--- src/rtl/can_rx_frame_buffer.sv ---
// can_rx_frame_buffer
//   Receive-side frame buffer for the CAN path. Collects the per-byte stream from the
//   CAN controller into whole frames (1..MAX_BYTES bytes) held in a FRAME_SLOTS-deep ring.
//   Frames are replayed to the host side as a byte valid/ready stream. Only complete,
//   well-formed frames are ever presented on the output.
//
// Ports
//   clk, reset_n                      clock, asynchronous active-low reset
//   rx_valid, rx_last, rx_data        byte stream from CAN controller (no backpressure)
//   out_valid, out_ready              head-frame byte handshake
//   out_data, out_last, out_len       head-frame byte, final-byte flag, head-frame length
//   frame_count                       committed frames not yet fully read
//   drop_cnt                          saturating count of dropped frames
//   err_oversize, err_timeout         1-cycle error pulses
module can_rx_frame_buffer #(
    parameter int unsigned FRAME_SLOTS = 4,
    parameter int unsigned MAX_BYTES   = 8,
    parameter int unsigned TIMEOUT     = 255
) (
    input  logic                           clk,
    input  logic                           reset_n,
    input  logic                           rx_valid,
    input  logic                           rx_last,
    input  logic [7:0]                     rx_data,
    output logic                           out_valid,
    input  logic                           out_ready,
    output logic [7:0]                     out_data,
    output logic                           out_last,
    output logic [3:0]                     out_len,
    output logic [$clog2(FRAME_SLOTS):0]   frame_count,
    output logic [7:0]                     drop_cnt,
    output logic                           err_oversize,
    output logic                           err_timeout
);

    localparam int unsigned PTR_W  = $clog2(FRAME_SLOTS);
    localparam int unsigned CNT_W  = PTR_W + 1;
    localparam int unsigned BYTE_W = $clog2(MAX_BYTES);
    localparam int unsigned IDX_W  = BYTE_W + 1;
    localparam int unsigned TMR_W  = $clog2(TIMEOUT + 1);

    typedef enum logic [1:0] {WIdle, WFill, WDiscard} wstate_e;

    wstate_e            state_q, state_d;
    logic [PTR_W-1:0]   wr_ptr_q, rd_ptr_q;
    logic [IDX_W-1:0]   idx_q, idx_d;
    logic [IDX_W-1:0]   rd_idx_q;
    logic [TMR_W-1:0]   timer_q, timer_d;
    logic [CNT_W-1:0]   count_q, count_d;
    logic [7:0]         drop_q;
    logic               err_ovr_q, err_tmo_q;

    logic [7:0]         mem [FRAME_SLOTS][MAX_BYTES];
    logic [3:0]         len [FRAME_SLOTS];

    logic               full;
    logic               wr_en;
    logic [BYTE_W-1:0]  wr_addr;
    logic               commit;
    logic               drop;
    logic               set_ovr;
    logic               set_tmo;
    logic               at_max;
    logic               tmo_hit;
    logic               rd_last;
    logic               release_frame;
    logic [3:0]         rd_len;

    // Full is sampled only when a frame starts; an in-flight frame already owns its slot.
    assign full    = (count_q == CNT_W'(FRAME_SLOTS));
    assign at_max  = (idx_q == IDX_W'(MAX_BYTES));
    assign tmo_hit = (timer_q == TMR_W'(TIMEOUT - 1));

    // ---------------------------------------------------------------------------------
    // Write FSM: state register
    // ---------------------------------------------------------------------------------
    always_ff @(posedge clk or negedge reset_n) begin
        if (!reset_n) begin
            state_q <= WIdle;
        end else begin
            state_q <= state_d;
        end
    end

    // Write FSM: next state
    always_comb begin
        state_d = state_q;
        case (state_q)
            WIdle: begin
                if (rx_valid && !rx_last) begin
                    state_d = full ? WDiscard : WFill;
                end
            end
            WFill: begin
                if (rx_valid) begin
                    if (rx_last) begin
                        state_d = WIdle;
                    end else if (at_max) begin
                        state_d = WDiscard;
                    end
                end else if (tmo_hit) begin
                    state_d = WIdle;
                end
            end
            WDiscard: begin
                if (rx_valid && rx_last) begin
                    state_d = WIdle;
                end
            end
            default: state_d = WIdle;
        endcase
    end

    // Write FSM: datapath control
    always_comb begin
        wr_en   = 1'b0;
        wr_addr = '0;
        commit  = 1'b0;
        drop    = 1'b0;
        set_ovr = 1'b0;
        set_tmo = 1'b0;
        idx_d   = idx_q;
        timer_d = timer_q;
        case (state_q)
            WIdle: begin
                if (rx_valid) begin
                    if (full) begin
                        drop = 1'b1;
                    end else begin
                        wr_en   = 1'b1;
                        idx_d   = IDX_W'(1);
                        timer_d = '0;
                        commit  = rx_last;
                    end
                end
            end
            WFill: begin
                if (rx_valid) begin
                    timer_d = '0;
                    if (at_max) begin
                        set_ovr = 1'b1;
                        drop    = 1'b1;
                    end else begin
                        wr_en   = 1'b1;
                        wr_addr = idx_q[BYTE_W-1:0];
                        idx_d   = idx_q + IDX_W'(1);
                        commit  = rx_last;
                    end
                end else if (tmo_hit) begin
                    set_tmo = 1'b1;
                    drop    = 1'b1;
                    timer_d = '0;
                end else begin
                    timer_d = timer_q + TMR_W'(1);
                end
            end
            default: ;
        endcase
    end

    // ---------------------------------------------------------------------------------
    // Storage (not reset)
    // ---------------------------------------------------------------------------------
    always_ff @(posedge clk) begin
        if (wr_en) begin
            mem[wr_ptr_q][wr_addr] <= rx_data;
        end
        // idx_d already holds the byte count including the byte being captured.
        if (commit) begin
            len[wr_ptr_q] <= 4'(idx_d);
        end
    end

    // ---------------------------------------------------------------------------------
    // Read side
    // ---------------------------------------------------------------------------------
    assign rd_len        = len[rd_ptr_q];
    assign rd_last       = (rd_idx_q == (IDX_W'(rd_len) - IDX_W'(1)));
    assign out_valid     = (count_q != '0);
    // Gated so the unreset storage never shows through while idle.
    assign out_data      = out_valid ? mem[rd_ptr_q][rd_idx_q[BYTE_W-1:0]] : 8'h00;
    assign out_len       = out_valid ? rd_len : 4'h0;
    assign out_last      = out_valid & rd_last;
    assign release_frame = out_valid & out_ready & rd_last;

    always_comb begin
        count_d = count_q;
        unique case ({commit, release_frame})
            2'b10:   count_d = count_q + CNT_W'(1);
            2'b01:   count_d = count_q - CNT_W'(1);
            default: count_d = count_q;
        endcase
    end

    // ---------------------------------------------------------------------------------
    // Sequential state
    // ---------------------------------------------------------------------------------
    always_ff @(posedge clk or negedge reset_n) begin
        if (!reset_n) begin
            wr_ptr_q  <= '0;
            rd_ptr_q  <= '0;
            idx_q     <= '0;
            rd_idx_q  <= '0;
            timer_q   <= '0;
            count_q   <= '0;
            drop_q    <= '0;
            err_ovr_q <= 1'b0;
            err_tmo_q <= 1'b0;
        end else begin
            idx_q     <= idx_d;
            timer_q   <= timer_d;
            count_q   <= count_d;
            err_ovr_q <= set_ovr;
            err_tmo_q <= set_tmo;
            if (commit) begin
                wr_ptr_q <= wr_ptr_q + PTR_W'(1);
            end
            if (drop && (drop_q != 8'hFF)) begin
                drop_q <= drop_q + 8'd1;
            end
            if (out_valid && out_ready) begin
                if (rd_last) begin
                    rd_idx_q <= '0;
                    rd_ptr_q <= rd_ptr_q + PTR_W'(1);
                end else begin
                    rd_idx_q <= rd_idx_q + IDX_W'(1);
                end
            end
        end
    end

    assign frame_count  = count_q;
    assign drop_cnt     = drop_q;
    assign err_oversize = err_ovr_q;
    assign err_timeout  = err_tmo_q;

endmodule
--- config.mk ---
export PLATFORM = sky130hd
export DESIGN_NAME = can_rx_frame_buffer
export DESIGN_NICKNAME = d
export VERILOG_FILES = /design/src/rtl/can_rx_frame_buffer.sv
export SDC_FILE = /design/constraint.sdc
export NUM_CORES = 1
export LEC_CHECK = 0
export ABC_AREA = 1
export BUFFER_PORTS_ARGS = -buffer_cell sky130_fd_sc_hd__buf_2
export CORE_MARGIN = 3
export CORE_UTILIZATION = 35
export CTS_CLUSTER_DIAMETER = 150
export DETAILED_ROUTE_END_ITERATION = 8
export HOLD_SLACK_MARGIN = 0.06
export REMOVE_ABC_BUFFERS = 1
export SETUP_SLACK_MARGIN = 0.1
export SYNTH_ARGS = -nofsm -noshare
export SYNTH_HDL_FRONTEND = slang
export SYNTH_SLANG_ARGS = --single-unit
--- constraint.sdc ---
create_clock -name clk -period 5.2 [get_ports clk]
set_clock_uncertainty 0.05 [all_clocks]
set_input_delay 0.78 -clock clk [delete_from_list [all_inputs] [get_ports clk]]
set_output_delay 0.78 -clock clk [all_outputs]
set_load 0.05 [all_outputs]
==> reports/results.ini, run 1 <==
[sta]
finalSetupViolCount = 0
rsz0062_at_grt = false
worstMarginPinSlew_ns = 0.903
fin_crit_sh_pct = 75.9
whs_ns = 0.311
fmax_mhz = 253
period_minus_slack_ns = 3.95
max_slew_margin_pct = 39.8
maxSlewViolCount = 0
finalHoldViolCount = 0
final.setup.tns_ns = 0

[drt]
drt_iter0_markers = 744
drtAntennaViolNets = 0
postRouteWirelength_mm = 31.9
vias = 8703
drt_first_pass_iters = 5
drc = 0
wl_per_cell_microns = 18.5
viasPerCell = 5.05

[layout]
finish.net_count = 1223
post-route-util_pct = 40.3
drive_gt1_share_pct = 11.2
diodes = 0
stdcell_area_sq_um = 14900
syn2layout_area_growth_pct = 12.7

[setup_path]
cp.required_ns = 4.37
cp-start-kind = register
critPathCaptureType = output pin
worstPathArrival_ns = 3.12
worstSetupPathType = register to output pin
cp_max_fo = 84

[grt]
grt_antenna_before_repair = 0
grt_first_pass_wirelength_mm = 49.5
overflow = 0
grt_pass1_vias = 8564
grt_max_degree = 100
grt_use_total_pct = 15.6

[power]
leakage_nw = 5.41
cellPowerDensity_nw_per_um2 = 567
totalPowerFinal_w = 0.00844
vdd_drop_max_v = 0.000354

[worst_hold_path]
hp-class = input pin to async pin

[logic_synthesis]
yosysTopAreaCell = edfxtp_1
yosysMostFrequentCell = edfxtp_1
synth-edff-count = 272
netlist_area_sq_um = 13200
synth_cell_types = 42
synth_area_leaders = edfxtp_1 (62%), dfrtp_1 (6.6%), nor2_1 (6.4%)
synth_area_per_cell_sq_um = 11.4
yosysSeqAreaShare_pct = 68.4
synth_ff_type = edfxtp_1
postSynthCellCount = 1164
ys_warn_count = 0
async_flop_share_pct = 11.4
synth_common_cells = edfxtp_1 (272), nor2_1 (226), nand2_1 (169)
synth.ff_latch_count = 307
synth_top_area_share_pct = 61.8

[floorplan]
core_sq_um = 37000
ioPinCount = 40
die_area_sq_um = 40200
chipWidth_microns = 200
rows = 70
die_height_microns = 200
initial_utilization_pct = 35.8

[placement]
dp_hpwl_mm = 19.1
gp_congestion = 0.802
port_buffers = 39
placed_area_sq_um = 13800

[cts]
htree_levels = 2
cts_hold_buffers = 0
cts_resized = 0
clk_path_buf_depth = 3
cts_tree = yes
cts_made_buffers = 34
clock_latency_ns = 0.51
root_buffer = clkbuf_16
cts.sinks = 307
postCtsSetupBuffers = 0
clk_pin_slew_ns = 0.06

[job]
maxCapViolCount = 0

[outcome]
status = finished, final reports clean

-- final timing paths --
| check | slack, ns | depth (start not counted) | end | start |
|---|---|---|---|---|
| setup / recovery | 1.25 | 10 | out_data[7] | rd_ptr_q[0]$_DFFE_PN0P_ |
| hold / removal | 0.31 | 1 | drop_cnt[4]$_DFFE_PN0P_ | reset_n |
| setup reg to reg | 1.91 | 18 | frame_count[2]$_DFFE_PN0P_ | rd_ptr_q[0]$_DFFE_PN0P_ |
| hold reg to reg | 0.44 | 1 | drop_cnt[6]$_DFFE_PN0P_ | drop_cnt[6]$_DFFE_PN0P_ |
| max in group asynchronous | 4.19 | 1 | rd_ptr_q[0]$_DFFE_PN0P_ | reset_n |
| min in group clk | 0.44 | 1 | drop_cnt[6]$_DFFE_PN0P_ | drop_cnt[6]$_DFFE_PN0P_ |
-- layer usage --
metal / share of wire [%] / track usage (%) / vias up
li1: - / - / 4111
met1: 44 / 21.6 / 4253
met5: 0 / 0 / -
met2: 47 / 25.3 / 282
met4: 2.4 / 4.39 / 0
met3: 6.3 / 2.70 / 57
-- power breakdown --
group	internal [W]	leakage, nW	switching, W
combinational	0.000774	1.98	0.00223
sequential	0.00292	2.90	0.000192
clock	0.00135	0.528	0.000966
total	0.00505	5.41	0.00339
-- layout make-up --
class | count | area [sq um]
clock buffer | 41 | 908
clock inverter | 20 | 170
fill | 3566 | 22100
inverter | 65 | 250
multi-input combinational | 740 | 3600
sequential | 307 | 9050
tap | 504 | 631
timing repair buffer | 48 | 288
-- cell usage in the layout, fill, tap and decap left out, types with 3 or more instances in the layout --
cell         n
clkinv_2     6
o21ai_0     89
clkbuf_16   35
nand2_2     12
clkinv_1    14
xnor2_1      5
o211ai_1    16
a21oi_1     23
dfrtp_1     33
ha_1        13
nand3_2      4
clkbuf_1     5
or2_1        4
nand4_1      3
nor2_1     226
nand2_1    169
nor2_2       4
nand3_1     77
buf_2       39
buf_4        7
o22ai_1     24
xor2_1      12
nand2_4      3
inv_1       50
o21ai_1     40
nor3_1       4
edfxtp_1   272
inv_2        5
-- flip-flops by register name, indices dropped and copies added (netlist names) --
register and flops:
rd_idx_q 4, timer_q 8, idx_q 4, state_q 2, len 16, rd_ptr_q 2
drop_cnt 8, mem 256, err_oversize 1, wr_ptr_q 2, frame_count 3, err_timeout 1
-- kinds of logic after synthesis --
| logic type | synth area share (%) |
|---|---|
| buffers and inverters | 4.38 |
| xor gates and xnor gates | 1.25 |
| adders and majority gates | 1.38 |
| and+or+nand+nor | 16.3 |
| AOI/OAI and AO/OA | 8.25 |
| DFF | 68.4 |
-- per-stage QoR --
stage,instances,setup slack (ns)
final,1725,1.25
after global placement,1664,1.81
after CTS,1725,1.26
after floorplan,1112,-0.718
after detailed placement,1664,1.81
after global routing,1725,1.02
-- critical path, cell delays in order, from the launching register on --
cell	delay [ns]
dfrtp_4	0.52
buf_4	0.72
nor2_1	0.11
nor2_1	0.11
o21ai_1	0.08
a21oi_1	0.34
nor2_1	0.09
nand2_1	0.08
nand2_1	0.06
nor2_1	0.16
buf_2	0.29
Note: power is estimated with default switching activity, not from simulation.
==> run 2: changes to the inputs <==
Clock period 5.2 ns to 3.3 ns, I/O delays scaled along.
==> run 2 against run 1 <==
- non-clock buffer count rose by 56
- sequential power rose by 56%
- total power rose by 68%
- critical path depth did not move
- hold slack improved by 0.066 ns
- combinational power rose by 91%
- highest routed layer unchanged
==> reports/results.ini, run 2 (synthesis gave the netlist of run 1 again) <==
[outcome]
status = finished, final reports clean  ; unchanged

[cts]
clk_path_buf_depth = 3  ; unchanged
clock_latency_ns = 0.52  ; was 0.51 ns
htree_levels = 2  ; unchanged
cts.sinks = 307  ; unchanged
clk_pin_slew_ns = 0.06  ; about the same
cts_made_buffers = 34  ; unchanged
cts_tree = yes  ; unchanged
root_buffer = clkbuf_16  ; unchanged

[sta]
max_slew_margin_pct = 44.6  ; was 39.8%
worstMarginPinSlew_ns = 0.831  ; was 0.903 ns
fin_crit_sh_pct = 94.9
maxSlewViolCount = 0  ; unchanged
setup_slack_ns = 0.168  ; was 1.25 ns
final.setup.tns_ns = 0  ; unchanged
whs_ns = 0.376  ; was 0.311 ns
period_minus_slack_ns = 3.13
fmax_mhz = 319
rsz0062_at_grt = true  ; was false
finalHoldViolCount = 0  ; unchanged
finalSetupViolCount = 0  ; unchanged

[setup_path]
cp_slowest_stage_delay_ns = 0.57  ; was 0.72 ns
crit_cells = 10  ; unchanged
cpMostUsedCell = nand2_1  ; was nor2_1
critPathCaptureType = output pin  ; unchanged
reg2reg_from = rd_ptr_q[0]$_DFFE_PN0P_  ; unchanged
cp_max_fo = 19  ; was 84
rrSetupSlack_ns = 0.22  ; was 1.91 ns
cp.buffers_inverters = 4  ; was 2
worstPathArrival_ns = 2.59  ; was 3.12 ns
cp-start-kind = register  ; unchanged
r2r_cells = 19  ; was 18
cp.required_ns = 2.75  ; was 4.37 ns
crit_family = buffers and inverters  ; unchanged
cp_slowest_cell = dfrtp_4  ; was buf_4
worstSetupPathType = register to output pin  ; unchanged
reg2reg_to = frame_count[2]$_DFFE_PN0P_  ; unchanged
crit_start = rd_ptr_q[0]$_DFFE_PN0P_  ; unchanged
crit_end = out_data[7]  ; unchanged
crit_chain = buf_8, inv_6, buf_16, nor2_1, o211ai_1, nand3_1, nand2_1, nand2_1, nor2_2, buf_6  ; was buf_4, nor2_1, nor2_1, o21ai_1, a21oi_1, nor2_1, nand2_1, nand2_1, nor2_1, buf_2

[layout]
post-route-util_pct = 42.4  ; was 40.3%
diodes = 0  ; unchanged
regMostFlops = mem  ; unchanged
post_layout_nonfiller_instances = 1783  ; was 1725
syn2layout_area_growth_pct = 18.4  ; was 12.7%
largest_register_ffs = 256  ; unchanged
drive_gt1_share_pct = 15.7  ; was 11.2%
layout_commonest_cell = edfxtp_1  ; unchanged
final_cell_mix = edfxtp_1 (272), nor2_1 (221), nand2_1 (169)  ; was edfxtp_1 (272), nor2_1 (226), nand2_1 (169)
largestRegisters = mem x256, len x16  ; unchanged
fill_cells = 3450  ; was 3566
finish.net_count = 1280  ; was 1223

[drt]
drtAntennaViolNets = 0  ; unchanged
wl_per_cell_microns = 19.5  ; was 18.5 microns
postRouteWirelength_mm = 34.7  ; was 31.9 mm
drt_iter0_markers = 863  ; was 744
vias = 9070  ; was 8703
drc = 0  ; unchanged
viasPerCell = 5.09  ; was 5.05
drt_first_pass_iters = 7  ; was 5

[power]
leakage_nw = 5.78  ; was 5.41 nW
vdd_drop_max_v = 0.000376  ; was 0.000354 V
cellPowerDensity_nw_per_um2 = 907  ; was 567 nW/um^2

[placement]
gp_congestion = 0.819  ; was 0.802
dpl_worst_slack_ns = 0.274  ; was 1.81 ns
dp_hpwl_mm = 19.2  ; was 19.1 mm
port_buffers = 39  ; unchanged
dpl.cell_count = 1697  ; was 1664

[floorplan]
die_height_microns = 200  ; unchanged
core_sq_um = 37000  ; unchanged
die_area_sq_um = 40200  ; unchanged
initial_utilization_pct = 35.8  ; unchanged
rows = 70  ; unchanged
ioPinCount = 40  ; unchanged
chipWidth_microns = 200  ; unchanged

[grt]
grt_antenna_before_repair = 0  ; unchanged
met1_usage_pct = 23.4  ; was 21.6%
grtUsageMet3_pct = 2.65  ; was 2.70%
grt_max_degree = 86  ; was 100
grt_use_total_pct = 15.8  ; was 15.6%
grt.busiest_layer = met2  ; unchanged
grt_pass1_vias = 8351  ; was 8564
overflow = 0  ; unchanged
grt_first_pass_wirelength_mm = 49.8  ; was 49.5 mm
use_met2_pct = 24.1  ; was 25.3%

[job]
maxCapViolCount = 0  ; unchanged

[worst_hold_path]
hp-class = input pin to register  ; was input pin to async pin

==> run 2: cell count changes in the layout (fill, tap and decap cells not counted), sizes merged <==
cell / change
buf: +49
clkbuf: +12
inv: -3
clkinv: -2
clkinvlp: +2
bufinv: -1
dlygate4sd3: +1
==> run 2: power by group <==
group | internal, W | switching [W] | total [W]
Sequential | 0.00460 | 0.000251 | 0.00485
Combinational | 0.00182 | 0.00394 | 0.00576
Clock | 0.00206 | 0.00153 | 0.00359
==> run 2: worst min-delay path by stage <==
stage	from	end	slack, ns	cells after the start
finish	rx_last	state_q[0]$_DFFE_PN0P_	0.38	4
global route	rx_last	wr_ptr_q[1]$_DFFE_PN0P_	0.39	3
CTS	rx_last	state_q[0]$_DFFE_PN0P_	0.35	4
detailed placement	drop_cnt[6]$_DFFE_PN0P_	drop_cnt[6]$_DFFE_PN0P_	0.44	1
global placement	drop_cnt[6]$_DFFE_PN0P_	drop_cnt[6]$_DFFE_PN0P_	0.43	1
floorplan	reset_n	drop_cnt[0]$_DFFE_PN0P_	0.15	0
==> run 2: tightest hold or removal path: stages <==
cell	delay, ns
buf_2	0.14
inv_1	0.09
nand3_1	0.08
o311ai_0	0.09
==> run 2: through the flow <==
step / instance area, sq um / power (W)
after global placement: 14100 / 0.00976
after floorplan: 12900 / 0.00817
after detailed placement: 14100 / 0.00981
after CTS: 15200 / 0.0135
after global routing: 15700 / 0.0149
final: 15700 / 0.0142
==> run 2: repair_timing <==
item	CTS	global route
gates cloned	0	7
hold endpoints to repair	34	0
hold buffers	1	0
pin swaps	1	5
resized for setup	21	43
setup endpoints to repair	9	10
setup buffers	3	13
==> run 2: per-layer routing <==
metal	vias up	wire, microns
met4	0	730
met3	52	2290
met5	-	0
li1	4233	-
met1	4466	15900
met2	319	15800
==> run 2: area by class of cell <==
class                   count  area (sq um)  share of cell area [%]
repair inverters            1          8.76                  0.0559
multi-input cells         740          3660                    23.4
inverters                  65           264                    1.69
clock inverters            15           145                   0.927
clock buffers              47           920                    5.87
well taps                 504           631                    4.03
repair buffers            104           980                    6.26
flip-flops and latches    307          9050                    57.8
==> run 3: changes to the inputs <==
Clock period 3.3 ns to 3.9 ns, I/O delays scaled along.
==> run 3 against run 2 <==
- die area unchanged
- non-clock buffer count down 57
- sequential power fell by 15%
- clock power decreased by 18%
- combinational power decreased by 29%
- first-iteration DRC count rose by 1.5%
- final area decreased by 5.2%
- final cell count shrank 3.4%
- utilization down 2.2 points
- flip-flop and latch count did not move
- largest cell class unchanged
==> reports/results.ini, run 3 (synthesis gave the netlist of run 1 again) <==
[outcome]
status = finished, final reports clean  ; unchanged

[placement]
dp_hpwl_mm = 18.9  ; was 19.2 mm
port_buffers = 39  ; unchanged
placed_area_sq_um = 13800  ; was 14100 sq um
gp_congestion = 0.772  ; was 0.819
dpl.cell_count = 1663  ; was 1697

[sta]
fmax_mhz = 283
finalHoldViolCount = 0  ; unchanged
fin_crit_sh_pct = 90.5
worstMarginPinSlew_ns = 0.886  ; was 0.831 ns
max_slew_margin_pct = 40.7  ; was 44.6%
finalSetupViolCount = 0  ; unchanged
rsz0062_at_grt = false  ; was true
maxSlewViolCount = 0  ; unchanged
period_minus_slack_ns = 3.53

[layout]
largestRegisters = mem x256, len x16  ; unchanged
stdcell_area_sq_um = 14800  ; was 15700 sq um
final_cell_mix = edfxtp_1 (272), nor2_1 (226), nand2_1 (169)  ; was edfxtp_1 (272), nor2_1 (221), nand2_1 (169)
post-route-util_pct = 40.2  ; was 42.4%
regMostFlops = mem  ; unchanged
largest_register_ffs = 256  ; unchanged
syn2layout_area_growth_pct = 12.3  ; was 18.4%
finish.net_count = 1222  ; was 1280
fill_cells = 3575  ; was 3450
diodes = 0  ; unchanged
drive_gt1_share_pct = 11.0  ; was 15.7%
post_layout_nonfiller_instances = 1723  ; was 1783
layout_commonest_cell = edfxtp_1  ; unchanged

[drt]
viasPerCell = 5.07  ; was 5.09
drt_iter0_markers = 876  ; was 863
vias = 8727  ; was 9070
drt_first_pass_iters = 5  ; was 7
wl_per_cell_microns = 18.8  ; was 19.5 microns
postRouteWirelength_mm = 32.3  ; was 34.7 mm
drc = 0  ; unchanged
drtAntennaViolNets = 0  ; unchanged

[grt]
grt_use_total_pct = 15.8  ; about the same
grt_max_degree = 134  ; was 86
grt_pass1_vias = 8400  ; was 8351
grt_antenna_before_repair = 0  ; unchanged
overflow = 0  ; unchanged
grt_first_pass_wirelength_mm = 49.8  ; about the same

[setup_path]
worstPathArrival_ns = 2.90  ; was 2.59 ns
critPathCaptureType = output pin  ; unchanged
cp.required_ns = 3.26  ; was 2.75 ns
worstSetupPathType = register to output pin  ; unchanged
cp-start-kind = register  ; unchanged
cp_max_fo = 125  ; was 19

[cts]
postCtsSetupBuffers = 0  ; was 3
cts_tree = yes  ; unchanged
cts_made_buffers = 34  ; unchanged
cts.sinks = 307  ; unchanged
cts_resized = 0  ; was 21
clk_path_buf_depth = 3  ; unchanged
clk_pin_slew_ns = 0.06  ; about the same
root_buffer = clkbuf_16  ; unchanged
cts_hold_buffers = 0  ; was 1
clock_latency_ns = 0.51  ; was 0.52 ns
htree_levels = 2  ; unchanged

[power]
leakage_nw = 5.38  ; was 5.78 nW
cellPowerDensity_nw_per_um2 = 753  ; was 907 nW/um^2
vdd_drop_max_v = 0.000386  ; was 0.000376 V

[floorplan]
die_height_microns = 200  ; unchanged
die_area_sq_um = 40200  ; unchanged
rows = 70  ; unchanged
ioPinCount = 40  ; unchanged
chipWidth_microns = 200  ; unchanged
initial_utilization_pct = 35.8  ; unchanged
core_sq_um = 37000  ; unchanged

[worst_hold_path]
hp-class = input pin to async pin  ; was input pin to register

[job]
maxCapViolCount = 0  ; unchanged

[run 3: cell types whose count changed in the layout (fill, tap and decap cells not counted), sizes merged]
cell and change:
clkbuf -10, bufinv -1, clkinvlp -1, inv +2, dlygate4sd3 -1, buf -50, clkinv +1
[run 3: critical path: stages, from the launching register on]
cell and delay [ns]:
dfrtp_4 0.55, inv_4 0.13, buf_12 0.43, nor2_1 0.08
o211ai_1 0.32, nand3_1 0.15, nand2_1 0.09, nand2_1 0.05
nor2_1 0.19, buf_2 0.31
[run 3: routing by layer]
metal	up-vias	share of wire, %	GRT usage [%]
li1	4106	-	-
met1	4304	46	22.7
met2	269	46	24.8
met3	48	7.0	3.28
met4	0	1.7	3.39
met5	-	0	0
[run 3: final timing paths]
check / endpoint / cells past startpoint / slack [ns] / from
setup / recovery: out_data[6] / 9 / 0.37 / rd_ptr_q[0]$_DFFE_PN0P_
hold / removal: timer_q[5]$_DFFE_PN0P_ / 1 / 0.11 / reset_n
setup reg to reg: frame_count[2]$_DFFE_PN0P_ / 18 / 0.84 / rd_ptr_q[0]$_DFFE_PN0P_
hold reg to reg: drop_cnt[6]$_DFFE_PN0P_ / 1 / 0.45 / drop_cnt[6]$_DFFE_PN0P_
max in group asynchronous: rd_ptr_q[0]$_DFFE_PN0P_ / 1 / 3.09 / reset_n
min in group clk: drop_cnt[6]$_DFFE_PN0P_ / 1 / 0.45 / drop_cnt[6]$_DFFE_PN0P_
[run 3: power breakdown]
group	switching, W	leakage, nW	internal [W]
sequential	0.000215	2.90	0.00390
combinational	0.00307	1.98	0.00104
clock	0.00127	0.498	0.00167
total	0.00456	5.38	0.00661
[run 3: area by class of cell]
class                           instances  area [sq um]  share of cell area, %
Sequential cell                       307          9050                   60.9
Clock inverter                         17           109                  0.733
Multi-Input combinational cell        740          3600                   24.3
Tap cell                              504           631                   4.25
Timing Repair Buffer                   47           293                   1.97
Inverter                               65           250                   1.69
Clock buffer                           43           916                   6.17
[run 3: per-stage QoR]
stage                     setup slack [ns]  setup TNS, ns  hold WS, ns  power (W)
after global placement               0.907              0        0.434    0.00825
after detailed placement             0.890              0        0.435    0.00830
final                                0.369              0        0.114     0.0112
after CTS                            0.381              0        0.139     0.0113
after floorplan                      -1.82         -21.97        0.239    0.00691
after global routing                 0.181              0        0.164     0.0118
